`src/rtl/vga_pkg.sv`:
```
// Shared raster timing defaults, coordinate widths and sync polarity types
// for the scan generator and the glyph/box renderers.
package vga_pkg;

  localparam int unsigned PIX_X_W = 11;
  localparam int unsigned PIX_Y_W = 10;

  localparam int unsigned VGA_CLK_DIV  = 2;
  localparam int unsigned VGA_H_ACTIVE = 640;
  localparam int unsigned VGA_H_FP     = 16;
  localparam int unsigned VGA_H_SYNC   = 96;
  localparam int unsigned VGA_H_BP     = 48;
  localparam int unsigned VGA_V_ACTIVE = 480;
  localparam int unsigned VGA_V_FP     = 10;
  localparam int unsigned VGA_V_SYNC   = 2;
  localparam int unsigned VGA_V_BP     = 33;

  localparam int unsigned H_TOTAL = VGA_H_ACTIVE + VGA_H_FP + VGA_H_SYNC + VGA_H_BP;
  localparam int unsigned V_TOTAL = VGA_V_ACTIVE + VGA_V_FP + VGA_V_SYNC + VGA_V_BP;

  typedef enum logic {
    SYNC_ACTIVE_LOW  = 1'b0,
    SYNC_ACTIVE_HIGH = 1'b1
  } sync_pol_e;

  // Half-open window test [lo, hi) done at full integer width.
  function automatic logic in_window(input int unsigned v, input int unsigned lo,
                                     input int unsigned hi);
    return (v >= lo) && (v < hi);
  endfunction

endpackage

```
`src/rtl/pix_clk_en.sv`:
```
// Pixel clock-enable divider: registered one-clk pix_stb_o every CLK_DIV clocks.
module pix_clk_en #(
  parameter int unsigned CLK_DIV = 2
) (
  input  logic clk,
  input  logic rst_n,
  output logic pix_stb_o
);

  localparam int unsigned DIV_W = (CLK_DIV > 1) ? $clog2(CLK_DIV) : 1;
  localparam logic [DIV_W-1:0] DIV_LAST = DIV_W'(CLK_DIV - 1);

  logic [DIV_W-1:0] div_cnt_q, div_cnt_d;
  logic             pix_stb_q, pix_stb_d;

  // With CLK_DIV=1 the counter sits at 0 and the strobe stays high.
  always_comb begin
    div_cnt_d = (div_cnt_q == DIV_LAST) ? '0 : div_cnt_q + 1'b1;
    pix_stb_d = (div_cnt_q == DIV_LAST);
  end

  always_ff @(posedge clk or negedge rst_n) begin
    if (!rst_n) begin
      div_cnt_q <= '0;
      pix_stb_q <= 1'b0;
    end else begin
      div_cnt_q <= div_cnt_d;
      pix_stb_q <= pix_stb_d;
    end
  end

  assign pix_stb_o = pix_stb_q;

endmodule

```
`src/rtl/vga_scan_gen.sv`:
```
// Raster timing generator: pixel coordinates, syncs and line/frame strobes.
// Optional frame counter output enabled by macro VGA_SCAN_FRAME_CNT_EN.
module vga_scan_gen
  import vga_pkg::*;
#(
  parameter int unsigned CLK_DIV  = VGA_CLK_DIV,
  parameter int unsigned H_ACTIVE = VGA_H_ACTIVE,
  parameter int unsigned H_FP     = VGA_H_FP,
  parameter int unsigned H_SYNC   = VGA_H_SYNC,
  parameter int unsigned H_BP     = VGA_H_BP,
  parameter int unsigned V_ACTIVE = VGA_V_ACTIVE,
  parameter int unsigned V_FP     = VGA_V_FP,
  parameter int unsigned V_SYNC   = VGA_V_SYNC,
  parameter int unsigned V_BP     = VGA_V_BP,
  parameter sync_pol_e   HS_POL   = SYNC_ACTIVE_LOW,
  parameter sync_pol_e   VS_POL   = SYNC_ACTIVE_LOW
) (
  input  logic               clk,
  input  logic               rst_n,
  output logic [PIX_X_W-1:0] pixel_x,
  output logic [PIX_Y_W-1:0] pixel_y,
  output logic               video_on,
  output logic               hsync,
  output logic               vsync,
  output logic               pix_stb,
  output logic               line_start,
  output logic               frame_start
`ifdef VGA_SCAN_FRAME_CNT_EN
  ,
  output logic [15:0]        frame_cnt
`endif
);

  localparam int unsigned HT       = H_ACTIVE + H_FP + H_SYNC + H_BP;
  localparam int unsigned VT       = V_ACTIVE + V_FP + V_SYNC + V_BP;
  localparam int unsigned HS_START = H_ACTIVE + H_FP;
  localparam int unsigned HS_END   = HS_START + H_SYNC;
  localparam int unsigned VS_START = V_ACTIVE + V_FP;
  localparam int unsigned VS_END   = VS_START + V_SYNC;

  localparam logic [PIX_X_W-1:0] H_LAST = PIX_X_W'(HT - 1);
  localparam logic [PIX_Y_W-1:0] V_LAST = PIX_Y_W'(VT - 1);
  localparam logic HS_ACT = logic'(HS_POL);
  localparam logic VS_ACT = logic'(VS_POL);

  if ((HT > 2048) || (VT > 1024) || (CLK_DIV < 1)) begin : g_bad_timing
    $error("vga_scan_gen: H_TOTAL must be <=2048, V_TOTAL <=1024, CLK_DIV >=1");
  end

  logic               stb;
  logic               h_wrap, v_last;
  logic [PIX_X_W-1:0] h_q, h_d;
  logic [PIX_Y_W-1:0] v_q, v_d;
  logic               video_on_q, video_on_d;
  logic               hsync_q, hsync_d;
  logic               vsync_q, vsync_d;
  logic               line_start_q, frame_start_q;

  pix_clk_en #(
    .CLK_DIV(CLK_DIV)
  ) u_pix_clk_en (
    .clk      (clk),
    .rst_n    (rst_n),
    .pix_stb_o(stb)
  );

  // Syncs and video_on are derived from next-state coordinates so they
  // change on the same edge as pixel_x/pixel_y.
  always_comb begin
    h_wrap = stb && (h_q == H_LAST);
    v_last = (v_q == V_LAST);
    h_d    = h_q;
    v_d    = v_q;
    if (stb) h_d = h_wrap ? '0 : h_q + 1'b1;
    if (h_wrap) v_d = v_last ? '0 : v_q + 1'b1;
    video_on_d = (32'(h_d) < H_ACTIVE) && (32'(v_d) < V_ACTIVE);
    hsync_d    = in_window(32'(h_d), HS_START, HS_END) ? HS_ACT : ~HS_ACT;
    vsync_d    = in_window(32'(v_d), VS_START, VS_END) ? VS_ACT : ~VS_ACT;
  end

  always_ff @(posedge clk or negedge rst_n) begin
    if (!rst_n) begin
      h_q           <= '0;
      v_q           <= '0;
      video_on_q    <= 1'b0;
      hsync_q       <= ~HS_ACT;
      vsync_q       <= ~VS_ACT;
      line_start_q  <= 1'b0;
      frame_start_q <= 1'b0;
    end else begin
      h_q           <= h_d;
      v_q           <= v_d;
      video_on_q    <= video_on_d;
      hsync_q       <= hsync_d;
      vsync_q       <= vsync_d;
      line_start_q  <= h_wrap;
      frame_start_q <= h_wrap && v_last;
    end
  end

`ifdef VGA_SCAN_FRAME_CNT_EN
  logic [15:0] frame_cnt_q;

  always_ff @(posedge clk or negedge rst_n) begin
    if (!rst_n) begin
      frame_cnt_q <= '0;
    end else if (h_wrap && v_last) begin
      frame_cnt_q <= frame_cnt_q + 1'b1;
    end
  end

  assign frame_cnt = frame_cnt_q;
`endif

  assign pixel_x     = h_q;
  assign pixel_y     = v_q;
  assign video_on    = video_on_q;
  assign hsync       = hsync_q;
  assign vsync       = vsync_q;
  assign pix_stb     = stb;
  assign line_start  = line_start_q;
  assign frame_start = frame_start_q;

endmodule

```
`config.mk`:
```
export PLATFORM = sky130hd
export DESIGN_NAME = vga_scan_gen
export DESIGN_NICKNAME = d
export VERILOG_FILES = /design/src/rtl/vga_pkg.sv /design/src/rtl/pix_clk_en.sv /design/src/rtl/vga_scan_gen.sv
export SDC_FILE = /design/constraint.sdc
export NUM_CORES = 1
export LEC_CHECK = 0
export ABC_CLOCK_PERIOD_IN_PS = 4810
export BUFFER_PORTS_ARGS = -buffer_cell sky130_fd_sc_hd__clkbuf_2
export CAP_MARGIN = 20
export CELL_PAD_IN_SITES_DETAIL_PLACEMENT = 0
export CELL_PAD_IN_SITES_GLOBAL_PLACEMENT = 1
export CORE_MARGIN = 3
export CORE_UTILIZATION = 44
export CTS_CLUSTER_DIAMETER = 100
export DETAILED_ROUTE_END_ITERATION = 10
export PLACE_DENSITY_LB_ADDON = 0.1
export SETUP_SLACK_MARGIN = 0.15
export SYNTH_ARGS = -nofsm -noshare
export SYNTH_HDL_FRONTEND = slang
export SYNTH_SLANG_ARGS = --single-unit
```
`constraint.sdc`:
```
create_clock -name clk -period 4.81 [get_ports clk]
set_input_delay 0.481 -clock clk [delete_from_list [all_inputs] [get_ports clk]]
set_output_delay 0.481 -clock clk [all_outputs]
set_load 0.02 [all_outputs]
```
==> run metrics <==
final wirelength=3175 um; drt drc=0; first-pass GRT wire length=5899 um; DR iter-0 viols=84; Critical Path AT=2630 ps; Slew Limit Fails=0; max-cap check violation count=0; number of port buffers=28; post-synthesis adder-cell area fraction=2.620%; min Tclk post-route=2448 ps; CTS Hold Bufs=0; CP max-delay cell=or4_1; syn avg cell area=9.812 um2; Clock Tree Buf Depth=2; largest net degree at the start of global routing=29; worst clock skew=1.773 ps; post-synthesis simple-gate area fraction=25.68%; DR pass1 iterations=4; vias in the first global route=1,213; synth top area cells=dfrtp_1 45%, xor2_1 4.3%, nand2_1 4.2%; Mapped Cells=146; Worst R2R Start=pixel_x[0]; design area=1644 um2; synthesized area=1433 um2; die area=3977 um2; Critical Path RT=4990 ps; Placed Cells=213; final worst-path cycle share=50.90%; Max FO, Critical Path=15; pwr dens=213.4 nW/um2; gp weighted congestion=0.8429; Final Hold Vio Count=0; fin cells=217; core area=3078 um2; YS warnings=0; Post CTS Setup Buffer Count=0; Top Ports=29; Vias=1,175; CTS buffer count=3; reg2reg setup slack=2360 ps; layout overhead on the synthesized area=14.76%; final core utilization=53.41%; share of the yosys chip area belonging to registers=49.08%; post-synth top area share=45.41%; Least-Margin Pin Slew=691.5 ps; CTS clock-pin slew for the worst setup and hold paths=140 ps; final antenna-violating net count=0; unrepaired setup endpoints after global routing=false; Die Height=63.06 um; CTS H-tree depth=1; Skew-Pair Late Insertion Delay=310 ps; CP max stage delay=520 ps; Tot GR Track Use=18.51%; Final setup viols=0; initial antenna violation count=0; gr ovfl total=0; setup TNS=0 ps; Crit path max-delay family=simple AND/OR/NAND/NOR gates; Net count, final=179; CP Depth=8; Synth Register Bits=28; Layout fillers=298; Die W=63.06 um; CTS tree=built; Setup Crit Path Kind=reg -> reg; status=finished clean; Cell Chain, Critical Path=ha_1 -> and4_1 -> nand4_4 -> clkinv_2 -> nand3_2 -> or4_1 -> a32oi_1 -> a2111oi_0; Crit. End Element=flop; cell taking the most area after synthesis=dfrtp_1; Reg-to-Reg End=video_on; Wirelength per Cell=14.63 um; complex-gate fraction of the synthesized area=10.13%; Leakage=0.7834 nW; worst vdd ir=0.09313 mV; HP Class=in -> async; Synthesized Nets=151; number of antenna diodes=0; Post-DP HPWL=2391 um; share of cells above drive strength 1=22.54%; max_slew headroom=53.90%; maximum clock frequency=408.5 MHz; FP Rows=20; CTS resizes=0; Post-Synth XOR/XNOR Area=7.948%; Critical Path Source Type=flop; CP bufs+invs=1; worst r2r path cells=8; Root Driver=clkbuf_4; Starting Density=46.54%; vias per cell=5.415; Cell variety after synth=38; mux contribution to synthesized area=0.6987%; largest family of logic cells by synthesized area=simple AND/OR/NAND/NOR gates; Num Clock Sinks=28; Post-DP Area=1608 um2
==> per-layer routing <==
metal | track usage [%] | share of wire, % | vias up
met5 | 0 | 0 | -
met4 | 6.336 | 1.6 | 0
met3 | 2.496 | 4.9 | 6
met2 | 31.09 | 51 | 41
met1 | 24.45 | 43 | 557
li1 | - | - | 571
==> layout by cell type, fill, tap and decap left out, types with 2 or more instances in the layout <==
cell	n
clkbuf_2	28
dfrtp_1	26
nand2_1	16
nor2_1	12
o21ai_0	10
nand3_1	8
inv_1	8
xor2_1	7
xnor2_1	6
and2_1	4
and3_1	4
nand4_1	4
nand2b_1	3
a21oi_1	3
o22ai_1	3
ha_1	3
clkbuf_4	3
nor4_1	2
nand4b_1	2
dfstp_2	2
==> kinds of logic (layout without fill, tap and decap cells) <==
| group | after synthesis | in the layout |
|---|---|---|
| AO/OA/AOI/OAI | 23 | 23 |
| XOR/XNOR | 13 | 13 |
| adder cells (fa/ha/maj) | 3 | 3 |
| buffers and inverters | 14 | 41 |
| flip-flops | 28 | 28 |
| multiplexers | 1 | 1 |
| AND/OR/NAND/NOR | 64 | 64 |
==> registers in the layout (all words and copies together) (netlist names) <==
signal and flops:
u_pix_clk_en.pix_stb_o 1, pixel_x 11, line_start 1, frame_start 1, pixel_y 10, vsync 1
hsync 1, u_pix_clk_en.div_cnt_q 1, video_on 1
==> power by group <==
part / switching [mW] / internal (mW) / total [mW]
registers: 0 / 0.236 / 0.236
clock network: 0.0644 / 0.0462 / 0.111
logic: 0.00437 / 0.000275 / 0.00464
total: 0.0687 / 0.282 / 0.351
==> worst max-delay path by stage <==
stage               startpoint  endpoint  slack, ps
floorplan           pixel_x[0]  video_on       2560
detailed placement  pixel_x[0]  video_on       2350
finish              pixel_x[0]  video_on       2360
global placement    pixel_x[0]  video_on       2490
global route        pixel_x[0]  video_on       2100
CTS                 pixel_x[0]  video_on       2310
==> per-stage QoR <==
step | power (mW) | hold slack (ps) | setup WS (ps)
final | 0.3508 | 178.5 | 2362
after CTS | 0.3564 | 195.8 | 2315
after global placement | 0.2447 | 360.7 | 2491
after floorplan | 0.2399 | 185.4 | 2564
after global routing | 0.3671 | 221.1 | 2104
after detailed placement | 0.2449 | 358.9 | 2348
==> cells in the mapped netlist <==
cell type and instances:
a21oi_1 3, and4_1 1, nand2b_1 3, and2_1 4
nand4b_1 2, a2111oi_0 1, o311ai_0 1, mux2i_1 1
nor4b_1 1, nor4_4 1, and4b_1 1, buf_2 1
inv_1 8, clkbuf_1 4, o21a_1 1, nor4_1 2
a32oi_1 1, nor2_1 12, o22ai_1 3, or3_1 1
nand3_1 8, and3_1 4, nor3_1 1, o41ai_1 1
xnor2_1 6, a2bb2oi_1 1, nand4_4 1, nand3_2 1
dfstp_2 2, clkinv_2 1, dfrtp_1 26, nand4_1 4
or4_1 1, nand2_1 16, o21ba_2 1, ha_1 3
xor2_1 7, o21ai_0 10
==> final cells by class <==
| cell class | instances | area, um2 | share of cell area [%] |
|---|---|---|---|
| Sequential cell | 28 | 703.2 | 42.77 |
| Multi-Input combinational cell | 104 | 674.4 | 41.02 |
| Timing Repair Buffer | 28 | 140.1 | 8.524 |
| Tap cell | 44 | 55.05 | 3.349 |
| Clock buffer | 4 | 36.28 | 2.207 |
| Inverter | 9 | 35.03 | 2.131 |
==> worst reg2reg max path, cell delays in order, from the launching register on <==
cell and delay (ps):
dfrtp_1 430, ha_1 180, and4_1 290, nand4_4 190, clkinv_2 220, nand3_2 120
or4_1 520, a32oi_1 260, a2111oi_0 110
Power figures use the tool's default switching activity.
